File: config.mk
export PLATFORM = sky130hd
export DESIGN_NAME = uart_tx_frame_serializer_flat
export DESIGN_NICKNAME = d
export VERILOG_FILES = /design/src/rtl/uart_tx_frame_serializer_if.sv /design/src/rtl/uart_tx_frame_serializer.sv /design/src/flat_wrapper.sv
export SDC_FILE = /design/constraint.sdc
export NUM_CORES = 1
export LEC_CHECK = 0
export CORE_ASPECT_RATIO = 0.6
export CORE_MARGIN = 4
export CORE_UTILIZATION = 45
export DETAILED_ROUTE_END_ITERATION = 8
export GPL_ROUTABILITY_DRIVEN = 0
export PLACE_DENSITY = 0.75
export RECOVER_POWER = 100
export SLEW_MARGIN = 20
export SYNTH_ARGS = -nofsm -noshare
export SYNTH_HDL_FRONTEND = slang
export SYNTH_SLANG_ARGS = --single-unit
File: constraint.sdc
create_clock -name CLK -period 6.1 [get_ports CLK]
set_input_delay 0.61 -clock CLK [delete_from_list [all_inputs] [get_ports CLK]]
set_output_delay 0.61 -clock CLK [all_outputs]
set_load 0.03 [all_outputs]
File: src/rtl/uart_tx_frame_serializer_if.sv
// rtl/uart_tx_frame_serializer_if.sv - load/config/strobe inputs and line/status outputs of the UART TX serializer
interface uart_tx_frame_serializer_if #(
  parameter int DATA_WIDTH = 8
);
  localparam int CNT_W = $clog2(DATA_WIDTH + 1);

  logic [DATA_WIDTH-1:0] P_DATA;
  logic                  Data_Valid;
  logic [CNT_W-1:0]      Data_Len;
  logic                  MSB_First;
  logic                  Stop2;
  logic                  PAR_EN;
  logic                  PAR_TYP;
  logic                  Tick;
  logic                  TX_OUT;
  logic                  Busy;
  logic                  ser_done;
  logic                  frame_done;

  modport master (
    output P_DATA, Data_Valid, Data_Len, MSB_First, Stop2, PAR_EN, PAR_TYP, Tick,
    input  TX_OUT, Busy, ser_done, frame_done
  );

  modport slave (
    input  P_DATA, Data_Valid, Data_Len, MSB_First, Stop2, PAR_EN, PAR_TYP, Tick,
    output TX_OUT, Busy, ser_done, frame_done
  );
endinterface

File: src/rtl/uart_tx_frame_serializer.sv
// rtl/uart_tx_frame_serializer.sv - UART TX frame serializer (start, 1..DATA_WIDTH data bits, parity, 1/2 stop)
// Parity bit support is compiled in only when UART_TX_PARITY_EN is defined.
module uart_tx_frame_serializer #(
  parameter int DATA_WIDTH = 8
) (
  input  logic                        CLK,
  input  logic                        RST,
  uart_tx_frame_serializer_if.slave   bus
);
  localparam int CNT_W = $clog2(DATA_WIDTH + 1);
  localparam logic [CNT_W-1:0] LEN_MAX = CNT_W'(DATA_WIDTH);

  typedef enum logic [2:0] {
    IDLE  = 3'd0,
    START = 3'd1,
    DATA  = 3'd2,
    STOP1 = 3'd3,
    STOP2 = 3'd4
`ifdef UART_TX_PARITY_EN
    , PARITY = 3'd5
`endif
  } state_t;

  state_t                r_state;
  logic [CNT_W-1:0]      r_cnt;
  logic [DATA_WIDTH-1:0] r_word;
  logic [CNT_W-1:0]      r_len;
  logic                  r_msb;
  logic                  r_stop2;
  logic                  r_tx;
  logic                  r_busy;
  logic                  r_ser_done;
  logic                  r_frame_done;

  state_t                w_state_nxt;
  logic [CNT_W-1:0]      w_cnt_nxt;
  logic                  w_load;
  logic                  w_ser_done_nxt;
  logic                  w_frame_done_nxt;
  logic                  w_tx_nxt;
  logic [CNT_W-1:0]      w_len_res;
  logic [CNT_W-1:0]      w_idx;
  logic                  w_bit;

`ifdef UART_TX_PARITY_EN
  logic                  r_par_en;
  logic                  r_par_bit;
  logic                  w_par_calc;

  // Parity covers only the bits that will actually be sent.
  always_comb begin
    w_par_calc = bus.PAR_TYP;
    for (int i = 0; i < DATA_WIDTH; i++) begin
      if (CNT_W'(i) < w_len_res) begin
        w_par_calc = w_par_calc ^ bus.P_DATA[i];
      end
    end
  end
`else
  logic                  w_unused_par;
  assign w_unused_par = bus.PAR_EN ^ bus.PAR_TYP;
`endif

  always_comb begin
    w_len_res = bus.Data_Len;
    if ((bus.Data_Len == '0) || (bus.Data_Len > LEN_MAX)) begin
      w_len_res = LEN_MAX;
    end
  end

  // Bit to present on the line for the counter value entering the next cycle.
  always_comb begin
    w_idx = r_msb ? (r_len - CNT_W'(1) - w_cnt_nxt) : w_cnt_nxt;
    w_bit = 1'b0;
    for (int i = 0; i < DATA_WIDTH; i++) begin
      if (CNT_W'(i) == w_idx) begin
        w_bit = r_word[i];
      end
    end
  end

  always_comb begin
    w_state_nxt      = r_state;
    w_cnt_nxt        = r_cnt;
    w_load           = 1'b0;
    w_ser_done_nxt   = 1'b0;
    w_frame_done_nxt = 1'b0;
    case (r_state)
      IDLE: begin
        if (bus.Data_Valid) begin
          w_load      = 1'b1;
          w_state_nxt = START;
        end
      end
      START: begin
        if (bus.Tick) begin
          w_state_nxt = DATA;
          w_cnt_nxt   = '0;
        end
      end
      DATA: begin
        if (bus.Tick) begin
          if (r_cnt == (r_len - CNT_W'(1))) begin
            w_ser_done_nxt = 1'b1;
`ifdef UART_TX_PARITY_EN
            w_state_nxt    = r_par_en ? PARITY : STOP1;
`else
            w_state_nxt    = STOP1;
`endif
          end else begin
            w_cnt_nxt = r_cnt + CNT_W'(1);
          end
        end
      end
`ifdef UART_TX_PARITY_EN
      PARITY: begin
        if (bus.Tick) begin
          w_state_nxt = STOP1;
        end
      end
`endif
      STOP1: begin
        if (bus.Tick) begin
          if (r_stop2) begin
            w_state_nxt = STOP2;
          end else begin
            w_state_nxt      = IDLE;
            w_frame_done_nxt = 1'b1;
          end
        end
      end
      STOP2: begin
        if (bus.Tick) begin
          w_state_nxt      = IDLE;
          w_frame_done_nxt = 1'b1;
        end
      end
      default: begin
        w_state_nxt = IDLE;
      end
    endcase

    case (w_state_nxt)
      START:   w_tx_nxt = 1'b0;
      DATA:    w_tx_nxt = w_bit;
`ifdef UART_TX_PARITY_EN
      PARITY:  w_tx_nxt = r_par_bit;
`endif
      default: w_tx_nxt = 1'b1;
    endcase
  end

  always_ff @(posedge CLK or negedge RST) begin
    if (!RST) begin
      r_state      <= IDLE;
      r_cnt        <= '0;
      r_word       <= '0;
      r_len        <= '0;
      r_msb        <= 1'b0;
      r_stop2      <= 1'b0;
      r_tx         <= 1'b1;
      r_busy       <= 1'b0;
      r_ser_done   <= 1'b0;
      r_frame_done <= 1'b0;
`ifdef UART_TX_PARITY_EN
      r_par_en     <= 1'b0;
      r_par_bit    <= 1'b0;
`endif
    end else begin
      r_state      <= w_state_nxt;
      r_cnt        <= w_cnt_nxt;
      r_tx         <= w_tx_nxt;
      r_busy       <= (w_state_nxt != IDLE);
      r_ser_done   <= w_ser_done_nxt;
      r_frame_done <= w_frame_done_nxt;
      if (w_load) begin
        r_word    <= bus.P_DATA;
        r_len     <= w_len_res;
        r_msb     <= bus.MSB_First;
        r_stop2   <= bus.Stop2;
`ifdef UART_TX_PARITY_EN
        r_par_en  <= bus.PAR_EN;
        r_par_bit <= w_par_calc;
`endif
      end
    end
  end

  assign bus.TX_OUT     = r_tx;
  assign bus.Busy       = r_busy;
  assign bus.ser_done   = r_ser_done;
  assign bus.frame_done = r_frame_done;
endmodule

File: src/flat_wrapper.sv
// flat-port wrapper written by rule: the top's interface ports become plain ports
module uart_tx_frame_serializer_flat 
#(
  parameter int DATA_WIDTH = 8
)
  (CLK, RST, bus_P_DATA, bus_Data_Valid, bus_Data_Len, bus_MSB_First, bus_Stop2, bus_PAR_EN, bus_PAR_TYP, bus_Tick, bus_TX_OUT, bus_Busy, bus_ser_done, bus_frame_done);
  uart_tx_frame_serializer_if #(.DATA_WIDTH(DATA_WIDTH)) bus_i ();
  input  logic CLK;
  input  logic RST;
  input wire logic [$bits(bus_i.P_DATA)-1:0] bus_P_DATA;
  input wire logic [$bits(bus_i.Data_Valid)-1:0] bus_Data_Valid;
  input wire logic [$bits(bus_i.Data_Len)-1:0] bus_Data_Len;
  input wire logic [$bits(bus_i.MSB_First)-1:0] bus_MSB_First;
  input wire logic [$bits(bus_i.Stop2)-1:0] bus_Stop2;
  input wire logic [$bits(bus_i.PAR_EN)-1:0] bus_PAR_EN;
  input wire logic [$bits(bus_i.PAR_TYP)-1:0] bus_PAR_TYP;
  input wire logic [$bits(bus_i.Tick)-1:0] bus_Tick;
  output wire logic [$bits(bus_i.TX_OUT)-1:0] bus_TX_OUT;
  output wire logic [$bits(bus_i.Busy)-1:0] bus_Busy;
  output wire logic [$bits(bus_i.ser_done)-1:0] bus_ser_done;
  output wire logic [$bits(bus_i.frame_done)-1:0] bus_frame_done;
  assign bus_i.P_DATA = bus_P_DATA;
  assign bus_i.Data_Valid = bus_Data_Valid;
  assign bus_i.Data_Len = bus_Data_Len;
  assign bus_i.MSB_First = bus_MSB_First;
  assign bus_i.Stop2 = bus_Stop2;
  assign bus_i.PAR_EN = bus_PAR_EN;
  assign bus_i.PAR_TYP = bus_PAR_TYP;
  assign bus_i.Tick = bus_Tick;
  assign bus_TX_OUT = bus_i.TX_OUT;
  assign bus_Busy = bus_i.Busy;
  assign bus_ser_done = bus_i.ser_done;
  assign bus_frame_done = bus_i.frame_done;
  uart_tx_frame_serializer #(.DATA_WIDTH(DATA_WIDTH)) u_core (.CLK(CLK), .RST(RST), .bus(bus_i));
endmodule
==> results of run 1 <==
-- metrics by stage --
stage / instances / instance area [sq um] / worst slack, ns / total power (uW) / hold WS [ns]
6_report: 233 / 1890 / 2.09 / 1130 / 0.493
2_1_floorplan: 167 / 1620 / 2.69 / 886 / 0.314
5_1_grt: 233 / 1890 / 1.81 / 1220 / 0.515
3_5_place_dp: 229 / 1870 / 1.91 / 1050 / 0.479
4_1_cts: 233 / 1920 / 2.10 / 1160 / 0.499
3_3_place_gp: 229 / 1870 / 1.99 / 1020 / 0.469
-- flip-flops by register name, summed over array words and instances, names as in the netlist --
name / count
u_core.r_len: 4
u_core.r_state: 3
u_core.r_cnt: 4
u_core.bus.Busy: 1
u_core.r_stop2: 1
u_core.r_word: 8
u_core.bus.frame_done: 1
u_core.r_msb: 1
u_core.bus.ser_done: 1
u_core.bus.TX_OUT: 1
-- cell usage in the layout, fill, tap and decap left out, types with 2 or more instances in the layout --
cell             instances
mux2_1                   3
mux2i_1                  6
o31ai_1                  2
nand4b_1                 3
inv_1                   14
xor2_1                   4
a31oi_1                  3
and3_1                   3
or2_0                    2
o21ai_0                 13
dlygate4sd3_1            6
nor2b_1                  2
nand3b_1                 3
xnor2_1                  6
nor2_1                  12
a311o_1                  2
clkbuf_8                 3
nor3_1                   5
nand4_1                  3
nand2_1                 12
o21ai_1                  2
a21oi_1                  6
mux2_2                   5
ha_1                     5
a211oi_1                 2
clkbuf_1                 2
nand3_1                  2
clkdlybuf4s50_1         14
dfrtp_1                 24
-- power groups by stage --
stage	Sequential (uW)	Clock, uW	Combinational, uW
detailed placement	331	0	720
CTS	328	104	723
global route	341	109	772
floorplan	314	0	572
finish	328	101	700
global placement	326	0	695
-- layer usage --
metal / wire length [um] / vias to the layer above
met3: 226 / 8
met1: 1740 / 655
met5: 0 / -
met2: 1580 / 42
li1: - / 642
met4: 48 / 0
-- kinds of logic (layout without fill, tap and decap cells) --
group,Yosys count,count (layout),share of synthesized area (%)
xor+xnor,12,12,7.79
buf+inv,19,40,4.47
simple gates,53,53,18.4
flops,25,25,38.6
mux,14,14,9.25
fa+ha+maj,6,6,5.09
compound gates,38,38,16.4
-- cells in the mapped netlist (2+ instances only) --
cell       n  area [sq um]
dfrtp_1   24           601
inv_1     14          52.6
nand2_1   12          45.0
nor2_1    12          45.0
o21ai_1    8          40.0
o21ai_0    7          35.0
a21oi_1    6          30.0
mux2i_1    6          60.1
xnor2_1    6          52.6
ha_1       5          62.6
mux2_2     5          56.3
nor3_1     5          25.0
xor2_1     4          35.0
a31oi_1    3          18.8
mux2_1     3          33.8
nand3b_1   3          22.5
nand4_1    3          18.8
nand4b_1   3          26.3
a211oi_1   2          15.0
a311o_1    2          20.0
and3_1     2          12.5
buf_1      2          7.51
nand3_1    2          10.0
nor2b_1    2          12.5
o31ai_1    2          15.0
-- worst max path at each step --
stage	end	cells after the start
after floorplan	u_core.bus.TX_OUT	13
after global placement	u_core.bus.TX_OUT	12
after detailed placement	u_core.bus.TX_OUT	12
after CTS	u_core.bus.TX_OUT	13
after global routing	u_core.bus.TX_OUT	13
final	u_core.bus.TX_OUT	13
-- critical path, stage by stage, from the launching register on --
cell and delay, ns:
dfrtp_1 0.46, inv_1 0.10, ha_1 0.35, xor2_1 0.25, and3_1 0.30, nand2_1 0.16, a31oi_1 0.59, fa_1 0.61
o21ai_0 0.21, a211oi_1 0.06, o2111a_1 0.26, mux2_2 0.26, nor3_1 0.15, a311o_1 0.19
-- final cells by class --
type,count,area share [%]
flip-flops and latches,25,33.2
multi-input cells,123,47.6
repair buffers,21,10.8
well taps,45,2.98
clock buffers,4,2.39
inverters,15,2.98
==> impl_results.md, run 1 <==
- Status: finished clean
- Die span in x: around 86 um
- Site Rows: 16
- Nets@finish: 215
- Routing usage on met1: 23.3%
- Post-CTS Hold Fix Bufs: 0
- Setup Viol. Count Final: 0
- Synth Cell Area: approximately 1600 sq um
- Number of buffers added on ports: 21
- Slew of the pin with the lowest slew margin: 1.35 ns
- Via/cell ratio: 5.78
- Core ar.: 3360 sq um
- Initial antenna violation count: 0
- Number of setup buffers added after CTS: 0
- Tmin final: 4.01 ns
- Vias: roughly 1300
- Vias in the first global route: 1357
- Syn Area/Cell: 9.72 sq um
- R2R cell count: 13
- DRC Markers: 0
- All-Layer GR Usage: 17.4%
- Slew Viols, Final: 0
- P&R area growth vs syn: 16.3%
- DR pass1 iterations: 4
- Die area: 4660 sq um
- Async set-or-reset flop fraction in the synthesized netlist: between 90% and 100%
- Post-Syn Instances: between 150 and 200
- IO Pins: 24
- RSZ-0062 raised after global routing: false
- Cell variety after synth: 49
- Htree depth: 1
- R2R setup slack: 2.09 ns
- R2r startpoint: u_core.r_len[0]
- Skew-Pair Late Insertion Delay: about 0.28 ns
- Worst Hold Class: flop to flop
- Grt met3 use: under 10%
- Worst slew margin: 10.1%
- Synthesis Warnings: 0
- Final ANT Viol Nets: 0
- Crit path required time: 6.32 ns
- Total CTS buffers: 3
- Hold Crit Depth: 1
- Part of the cycle the worst path needs: about 66%
- Yosys reg bits: 25
- Arrival @ worst endpoint: 4.23 ns
- Critical path capture point type: flop
- Crit. Startpoint: u_core.r_len[0]
- Routed WL per cell: 15.4 um
- Total Routed Length: 3.59 mm
- First-pass GRT wire length: between 6 and 7 mm
- WHS Endpoint: u_core.r_word[3]
- Seq/Total Area, Yosys: 38.6%
- Busiest grt layer: met2
- Starting Density: 48.3%
- Clock power share: 9.0%
- Startpoint Class: flop
- Crit Path Max Fanout: 6
- Max-cap violation count: 0
- Largest net degree at the start of global routing: 26
- Area of the multi-input gates: 900 sq um
- Pwr Density: around 600 nW/um^2
- Switch Pwr: about 520 uW
- Layout cells sized above 1: 5.85%
- CTS root buffer: clkbuf_8
- 1st-iter DRT viols: 119
- Fillcell total: just under 300
- Sink Count: 25
- Switching part of the total: between 40% and 50%
- GRT overflow: 0
- Post-Route Utilization: 56.1%
- Sequential cell area: 627 sq um
- Seq pwr share: between 20% and 30%
- Combinational fraction of design power: between 60% and 70%
- Clock-pin transition on the worst setup and hold timing paths: 0.09 ns
- CP Class: flop to flop
- Post-synth EDFFs: 0
- Number of diodes: 0
- CTS tree: built
- DP HPWL: 2.81 mm
- RR Endpoint: u_core.bus.TX_OUT
- Hold path start: u_core.r_word[3]
- Post-CTS sizing: 0
- Fin Setup TNS: 0 ns
- Mapped Nets: 193
- Die Ht: 54.5 um
- Met2 Usage GRT: 28.2%
- Hold Violations, Final: 0
- Main synth FF type: dfrtp_1
- Highest clock rate: between 200 and 250 MHz
- P_leak: 0.000785 uW
- Clock buffer depth: 2
- P_int: 606 uW
- Clock Skew: 0.00618 ns
- IR drop worst, VDD: 0.000268 V
Power figures use the tool's default switching activity.
==> run 2: changes to the inputs <==
--- a/config.mk
+++ b/config.mk
@@ -10,7 +10,7 @@
 export CORE_UTILIZATION = 45
 export DETAILED_ROUTE_END_ITERATION = 8
 export GPL_ROUTABILITY_DRIVEN = 0
-export PLACE_DENSITY = 0.75
+export PLACE_DENSITY = 0.78
 export RECOVER_POWER = 100
 export SLEW_MARGIN = 20
 export SYNTH_ARGS = -nofsm -noshare
==> constraint.sdc (replaced) <==
create_clock -name CLK -period 3.4 [get_ports CLK]
set_input_delay 0.34 -clock CLK [delete_from_list [all_inputs] [get_ports CLK]]
set_output_delay 0.34 -clock CLK [all_outputs]
set_load 0.03 [all_outputs]
==> impl_results.md, run 2 (synthesis results as in run 1) <==
- Status: finished with violations (was finished clean)
- Failing checks: negative setup slack
- CTS tree: built (unchanged)
- Pwr Density: 1150 nW/um^2 (was 598 nW/um^2)
- Slew Viols, Final: 0 (unchanged)
- Vias in the first global route: 1444 (was 1357)
- Most frequent cells in the layout: dfrtp_1, clkdlybuf4s50_1, buf_4 (was dfrtp_1, inv_1, clkdlybuf4s50_1)
- Layout cells sized above 1: 18.5% (was 5.85%)
- Final ANT Viol Nets: 0 (unchanged)
- Clock Skew: 0.00818 ns (was 0.00618 ns)
- Crit path required time: 3.61 ns (was 6.32 ns)
- DP HPWL: 2.96 mm (was 2.81 mm)
- Total Routed Length: 3.96 mm (was 3.59 mm)
- Skew-Pair Late Insertion Delay: 0.27 ns (was 0.28 ns)
- Die span in x: 85.5 um (unchanged)
- IO Pins: 24 (unchanged)
- Hold Violations, Final: 0 (unchanged)
- DP Worst Slack: -0.0889 ns (was 1.91 ns)
- Tmin final: 3.42 ns (was 4.01 ns)
- Clock buffer depth: 2 (unchanged)
- Commonest non-fill, non-tap cell in the layout: dfrtp_1 (unchanged)
- Non-filler cells, final: 250 (was 233)
- Worst Hold Class: input pin to asynchronous set/reset pin (was flop to flop)
- DR pass1 iterations: 4 (unchanged)
- CP Class: flop to flop (unchanged)
- First-pass GRT wire length: 6.70 mm (was 6.29 mm)
- Vias: 1394 (was 1347)
- GRT overflow: 0 (unchanged)
- Die area: 4660 sq um (unchanged)
- 1st-iter DRT viols: 125 (was 119)
- Post-Route Utilization: 62.6% (was 56.1%)
- Crit Path Max Fanout: 4 (was 6)
- Highest clock rate: 293 MHz (was 250 MHz)
- Setup Viol. Count Final: 1 (was 0)
- Nets@finish: 232 (was 215)
- Critical path capture point type: flop (unchanged)
- Clock-pin transition on the worst setup and hold timing paths: 0.09 ns (about the same)
- Starting Density: 48.3% (unchanged)
- RSZ-0062 raised after global routing: true (was false)
- P&R area growth vs syn: 29.8% (was 16.3%)
- Sink Count: 25 (unchanged)
- Hold slack final: 0.371 ns (was 0.493 ns)
- All-Layer GR Usage: 18.8% (was 17.4%)
- Total CTS buffers: 3 (unchanged)
- Post-route setup slack: -0.0177 ns (was 2.09 ns)
- P_leak: 0.000875 uW (was 0.000785 uW)
- Initial antenna violation count: 0 (unchanged)
- Number of buffers added on ports: 21 (unchanged)
- DRC Markers: 0 (unchanged)
- Worst slew margin: 7.55% (was 10.1%)
- Fin Setup TNS: -0.0177 ns (was 0 ns)
- Core ar.: 3360 sq um (unchanged)
- Routed WL per cell: 15.8 um (was 15.4 um)
- Startpoint Class: flop (unchanged)
- Placed instance count: 246 (was 229)
- Arrival @ worst endpoint: 3.63 ns (was 4.23 ns)
- Number of setup buffers added after CTS: 0 (unchanged)
- Largest net degree at the start of global routing: 26 (unchanged)
- CTS root buffer: clkbuf_8 (unchanged)
- Number of diodes: 0 (unchanged)
- Reg with most FFs: u_core.r_word (unchanged)
- Max reg flops: 8 (unchanged)
- Die Ht: 54.5 um (unchanged)
- Fillcell total: 273 (was 294)
- Via/cell ratio: 5.58 (was 5.78)
- Post-CTS Hold Fix Bufs: 0 (unchanged)
- Part of the cycle the worst path needs: 101% (was 65.7%)
- IR drop worst, VDD: 0.000520 V (was 0.000268 V)
- Site Rows: 16 (unchanged)
- Htree depth: 1 (unchanged)
- Largest registers: u_core.r_word x8, u_core.r_cnt x4, u_core.r_len x4 (unchanged)
- Slew of the pin with the lowest slew margin: 1.39 ns (was 1.35 ns)
- Max-cap violation count: 0 (unchanged)
-- run 2: cell count changes in the layout (fill, tap and decap cells not counted), moves of 2 or more --
cell             delta
buf_4              +16
clkdlybuf4s50_1     +2
a211oi_1            -2
dlygate4sd3_1       -2
xor2_1              -2
-- run 2: metrics by stage --
stage	cell area, sq um	total power, uW
after floorplan	1630	1600
after global placement	2010	2030
after detailed placement	2010	2090
after CTS	2090	2360
after global routing	2110	2600
final	2110	2410
-- run 2: per-layer routing --
metal	wire, um	GRT usage, %	vias up	share of wire (%)
li1	-	-	669	-
met4	39	4.74	0	0.99
met2	1840	31.6	60	47
met1	1800	25.0	656	45
met3	281	4.36	9	7.1
met5	0	0	-	0
-- run 2: critical path, cell delays in order, from the launching register on --
cell and delay (ns):
dfrtp_1 0.45, xnor3_1 0.48, and3_4 0.19, buf_4 0.16, a2111oi_4 0.35, or2_0 0.18, and2_1 0.15, ha_1 0.27
xor2_2 0.19, a211oi_2 0.07, o2111a_1 0.25, mux2_2 0.26, nor3_1 0.17, a311o_1 0.20
-- run 2: worst paths after layout --
| path | cells past startpoint | slack [ns] | start | to |
|---|---|---|---|---|
| max in group asynchronous | 1 | 2.21 | RST | u_core.r_stop2 |
| setup / recovery | 13 | -0.02 | u_core.r_cnt[2] | u_core.bus.TX_OUT |
| hold reg to reg | 1 | 0.49 | u_core.r_word[3] | u_core.r_word[3] |
| min in group CLK | 1 | 0.49 | u_core.r_word[3] | u_core.r_word[3] |
| hold / removal | 1 | 0.37 | RST | u_core.r_len[3] |
| setup reg to reg | 13 | -0.02 | u_core.r_cnt[2] | u_core.bus.TX_OUT |
-- run 2: layout make-up --
type,count,area (sq um),area share [%]
Clock buffer,4,45.0,2.14
Timing Repair Buffer,38,328,15.6
Inverter,15,56.3,2.67
Tap cell,45,56.3,2.67
Multi-Input combinational cell,123,993,47.2
Sequential cell,25,627,29.8
-- run 2: report_power, final --
| part | total (uW) | internal (uW) | switching [uW] |
|---|---|---|---|
| clock | 179 | 83.9 | 94.9 |
| combinational | 1640 | 795 | 845 |
| sequential | 593 | 433 | 160 |
| total | 2410 | 1310 | 1100 |
-- run 2: what timing repair did --
item                                    in CTS  in global routing
pin swaps                                    5                  1
gates resized for setup                      7                  4
endpoints found under the setup margin       1                  1
==> RTL change 1: new RTL, settings of run 2 <==
`DATA_WIDTH` is set to 8 in 3 places; all go to 4.
--- a/src/rtl/uart_tx_frame_serializer_if.sv
+++ b/src/rtl/uart_tx_frame_serializer_if.sv
@@ -1,5 +1,5 @@
 // rtl/uart_tx_frame_serializer_if.sv - load/config/strobe inputs and line/status outputs of the UART TX serializer
 interface uart_tx_frame_serializer_if #(
-  parameter int DATA_WIDTH = 8
+  parameter int DATA_WIDTH = 4
 );
   localparam int CNT_W = $clog2(DATA_WIDTH + 1);
--- a/src/rtl/uart_tx_frame_serializer.sv
+++ b/src/rtl/uart_tx_frame_serializer.sv
@@ -2,5 +2,5 @@
 // Parity bit support is compiled in only when UART_TX_PARITY_EN is defined.
 module uart_tx_frame_serializer #(
-  parameter int DATA_WIDTH = 8
+  parameter int DATA_WIDTH = 4
 ) (
   input  logic                        CLK,
--- a/src/flat_wrapper.sv
+++ b/src/flat_wrapper.sv
@@ -2,5 +2,5 @@
 module uart_tx_frame_serializer_flat 
 #(
-  parameter int DATA_WIDTH = 8
+  parameter int DATA_WIDTH = 4
 )
   (CLK, RST, bus_P_DATA, bus_Data_Valid, bus_Data_Len, bus_MSB_First, bus_Stop2, bus_PAR_EN, bus_PAR_TYP, bus_Tick, bus_TX_OUT, bus_Busy, bus_ser_done, bus_frame_done);
Ports: changed (resized bus_Data_Len and bus_P_DATA); port bits go from 24 to 19. No check against the original RTL was run, so the function may have changed too.
==> RTL change 1 against run 2 <==
  * Global-route usage is 4.6 points lower
  * Worst setup slack improved by 0.20 ns
  * Final area shrank 37%
  * Sequential cell count is 6 lower
  * Synthesized area fell by 33%
  * Routed wire length decreased by 47%
  * Total power is 49% lower
  * Critical endpoint unchanged
==> RTL change 1: results (changes against run 2) <==
Worst setup path
  • Worst path arrival time: 3.40 ns (-0.23 ns)
  • Crit path from: u_core.r_len[0]
  • CP max FO: 5 (+1)
  • CP peak stage delay: 0.40 ns (-0.08 ns)
  • Worst path top cell family by delay: adder cells

Outcome
  • Status: complete, no violations

Min path
  • Worst min path class: register to register

Finish
  • Multi-Input Combinational: 68 (-45%)
  • Fill cells: 183 (-33%)
  • NonClk Buf Share: 12.63% (-2.9 points)
  • Clk_buf instances: 3 (-1)
  • Fraction of area in registers: 35.91% (+6.1 points)
  • Non-Clock Buffer Count: 18 (-53%)
  • Layout cell share with drive strength beyond 1: 14.53% (-4.0 points)
  • Invs w/o clock: 8 (-7)

Place
  • Area after DPL: 1292 sq um (-36%)
  • Dpl hpwl: 1638 um (-45%)
  • Port Buffers: 16 (-24%)

Synth
  • Largest cells by area after synthesis: dfrtp_1 (41%), mux2_2 (8.3%), xor2_1 (4.8%), ha_1 (4.6%), mux2i_1 (3.7%)
  • Synth Area in XOR/XNOR: 8.631% (+0.84 points)
  • Adder-Cell Fraction of Synth Area: 6.444% (+1.4 points)
  • Post-synth net total: 118 (-39%)
  • Compound-Gate Fraction of Synth Area: 10.59% (-5.8 points)
  • Sequential area share after synthesis: 43.84% (+5.2 points)

Detailed routing
  • WL per Instance: 14.37 um (-9.2%)
  • Wire length on met1: 1041 um (-42%)
  • Routed wl met2: 913 um (-50%)
  • Vias: 769 (-45%)

Global routing
  • Tot GR Track Use: 14.24% (-4.6 points)
  • Vias in the first global route: 730 (-49%)

STA
  • Max Clock Skew: 0.003764 ns (-0.004418 ns)
  • Slew headroom: 41.23% (+34 points)

Floorplanning
  • N_taps: 30 (-33%)

CTS
  • Sink Count: 19 (-24%)
==> RTL change 1: changes by cell type in the layout (fill, tap and decap cells not counted), sizes merged, moves of 4 or more <==
cell / delta
buf: -16
o21ai: -11
nor2: -8
dfrtp: -6
inv: -6
nor3: -6
clkdlybuf4s50: -5
nand2: -5
a21oi: -4
xnor2: -4
==> RTL change 1: through the flow <==
step                      hold WS (ns)  setup slack [ns]
after global routing            0.5363           0.03511
after global placement          0.4930            0.2123
final                           0.5192            0.1781
after CTS                       0.5209            0.1811
after floorplan                0.04441            0.5166
after detailed placement        0.5052            0.2004
==> RTL change 1: power groups by stage <==
stage          Combinational (uW)  Clock, uW  Sequential (uW)
2_1_floorplan                 518          0              411
3_3_place_gp                  644          0              422
3_5_place_dp                  663          0              430
4_1_cts                       673        168              426
5_1_grt                       715        177              436
6_report                      652        163              421
==> RTL change 1: per-layer routing <==
metal  GRT usage, %  vias up
met2          20.80       22
met3          4.575        2
li1               -      376
met4          3.371        0
met5              0        -
met1          20.54      369
==> RTL change 2: new RTL, flow settings as in run 2 <==
Made on the original files. Encoding of `state_t`: now one-hot (5 bits for 5 states).
--- a/src/rtl/uart_tx_frame_serializer.sv
+++ b/src/rtl/uart_tx_frame_serializer.sv
@@ -11,10 +11,10 @@
   localparam logic [CNT_W-1:0] LEN_MAX = CNT_W'(DATA_WIDTH);
 
-  typedef enum logic [2:0] {
-    IDLE  = 3'd0,
-    START = 3'd1,
-    DATA  = 3'd2,
-    STOP1 = 3'd3,
-    STOP2 = 3'd4
+  typedef enum logic [4:0] {
+    IDLE  = 5'b00001,
+    START = 5'b00010,
+    DATA  = 5'b00100,
+    STOP1 = 5'b01000,
+    STOP2 = 5'b10000
 `ifdef UART_TX_PARITY_EN
     , PARITY = 3'd5
Check against the original RTL: no difference found for any inputs over 10 cycles, from zero or initial values and one cycle with RST low; not proved beyond that.
==> RTL change 2 against run 2 <==
  * Sequential share of layout area shrank 1.2 points
  * Sequential cell count grew 2
  * Routed wire length grew 14%
  * Synthesized cell count grew 6.6%
  * Fmax grew 1.7%
  * Largest power group unchanged
  * Worst setup slack gained 0.057 ns
  * Highest routed layer unchanged
  * Final area grew 13%
  * Synthesized area grew 6.4%
  * Total power shrank 0.16%
  * The flow finishes with violations (max-capacitance violations, max-slew violations)
==> RTL change 2: results (changes against run 2) <==
Synth
  • Sequential area share after synthesis: 39.28% (+0.65 points)
  • Post-synth net total: 204 (+5.7%)
  • Synth cell count leaders: dfrtp_1 (25), nand2_1 (15), nor2_1 (15)
  • Yosys cell types: 50 (+2.0%)
  • Largest cells by area after synthesis: dfrtp_1 (36%), mux2_2 (8.5%), ha_1 (3.6%), xnor2_1 (3.6%), nand2_1 (3.3%)
  • Syn Area/Cell: 9.700 sq um (-0.18%)

Place
  • Area after DPL: 2183 sq um (+8.8%)
  • Dpl hpwl: 3026 um (+2.1%)
  • Dpl cells: 264 (+7.3%)
  • Port Buffers: 21 (unchanged)
  • Setup WS pre-CTS: -0.3821 ns (-0.2931 ns)

Outcome
  • Failing checks: max-capacitance violations, max-slew violations
  • Status: finished, violations left

Power
  • Leakage power: 0.0009994 uW (+14%)
  • Peak VDD IR: 508.9 uV (-2.1%)

STA
  • Max-slew violation count: 28 (+28)
  • Tightest Pin Transition: 1.549 ns (+0.1623 ns)
  • Fmax: 297.6 MHz (+1.7%)
  • Hold_ws: 0.5173 ns (+0.1458 ns)
  • Max Clock Skew: 0.003050 ns (-0.005132 ns)

Detailed routing
  • Vias: 1486 (+6.6%)
  • DRT iter0 DRCs: 89 (-29%)
  • Final WL: 4524 um (+14%)

Finish
  • # nets final: 251 (+8.2%)
  • Final Instance Count excl. Fillers: 271 (+8.4%)
  • Top flop regs: u_core.r_word x8, u_core.r_state x5
  • Layout cell share with drive strength beyond 1: 32.14% (+14 points)

Worst setup path
  • FF-to-FF path depth: 10 (-3)
  • Worst r2r src: u_core.r_state[0]
  • Worst setup path end: u_core.bus.TX_OUT
  • Worst path arrival time: 3.57 ns (-0.06 ns)

Global routing
  • Largest net degree at the start of global routing: 28 (+7.7%)
  • Vias in the first global route: 1374 (-4.8%)
  • First-pass GRT wire length: 6630 um (-1.0%)

Flow run
  • Max_cap viols: 1 (+1)

CTS
  • H-tree depth: 1 (unchanged)
-- RTL change 2: worst min path at each step --
stage / cells after the start / endpoint
2_1_floorplan: 0 / u_core.bus.Busy
3_3_place_gp: 1 / u_core.r_word[6]
3_5_place_dp: 1 / u_core.r_word[2]
4_1_cts: 2 / u_core.r_state[4]
5_1_grt: 4 / u_core.bus.frame_done
6_report: 4 / u_core.bus.frame_done
-- RTL change 2: critical path, stage by stage (launching register included) --
cell and delay, ns:
dfstp_2 0.39, buf_4 0.16, or4_4 0.58, a2111o_1 0.43
o211a_2 0.16, ha_1 0.38, xnor2_4 0.25, mux2_4 0.32
a221o_1 0.31, o22ai_2 0.24, o41ai_4 0.08
-- RTL change 2: cells by family (layout without fill, tap and decap cells) --
kind of cell               count (synthesis)  after routing  synth area share, %
and+or+nand+nor                           62             62                18.33
adders and majority gates                  6              6                4.783
AOI/OAI and AO/OA                         36             36                16.09
DFF                                       27             27                39.28
buffers and inverters                     20             66                5.000
xor gates and xnor gates                  12             12                6.884
muxes                                     15             15                9.638
-- RTL change 2: report_power, final --
part	internal (uW)	total, uW	switching (uW)
logic	817	1620	803
registers	457	594	137
clock network	82.6	193	111
total	1360	2410	1050
-- RTL change 2: layer usage --
metal	wire, um	GRT usage, %
met1	2208	27.14
met2	2017	23.82
met3	247	3.698
met4	51	4.376
met5	0	0
-- RTL change 2: final cells by class --
type | instances | area, sq um
well taps | 47 | 58.81
multi-input cells | 131 | 1115
repair buffers | 51 | 430.4
inverters | 11 | 41.29
clock buffers | 3 | 41.29
fillers | 299 | 1310
clock inverters | 1 | 5.005
flip-flops and latches | 27 | 678.2
-- RTL change 2: timing repair --
item,4_1_cts,5_1_grt
pin swaps,1,5
setup endpoints to repair,1,1
buffers inserted,1,2
gates resized for setup,6,16
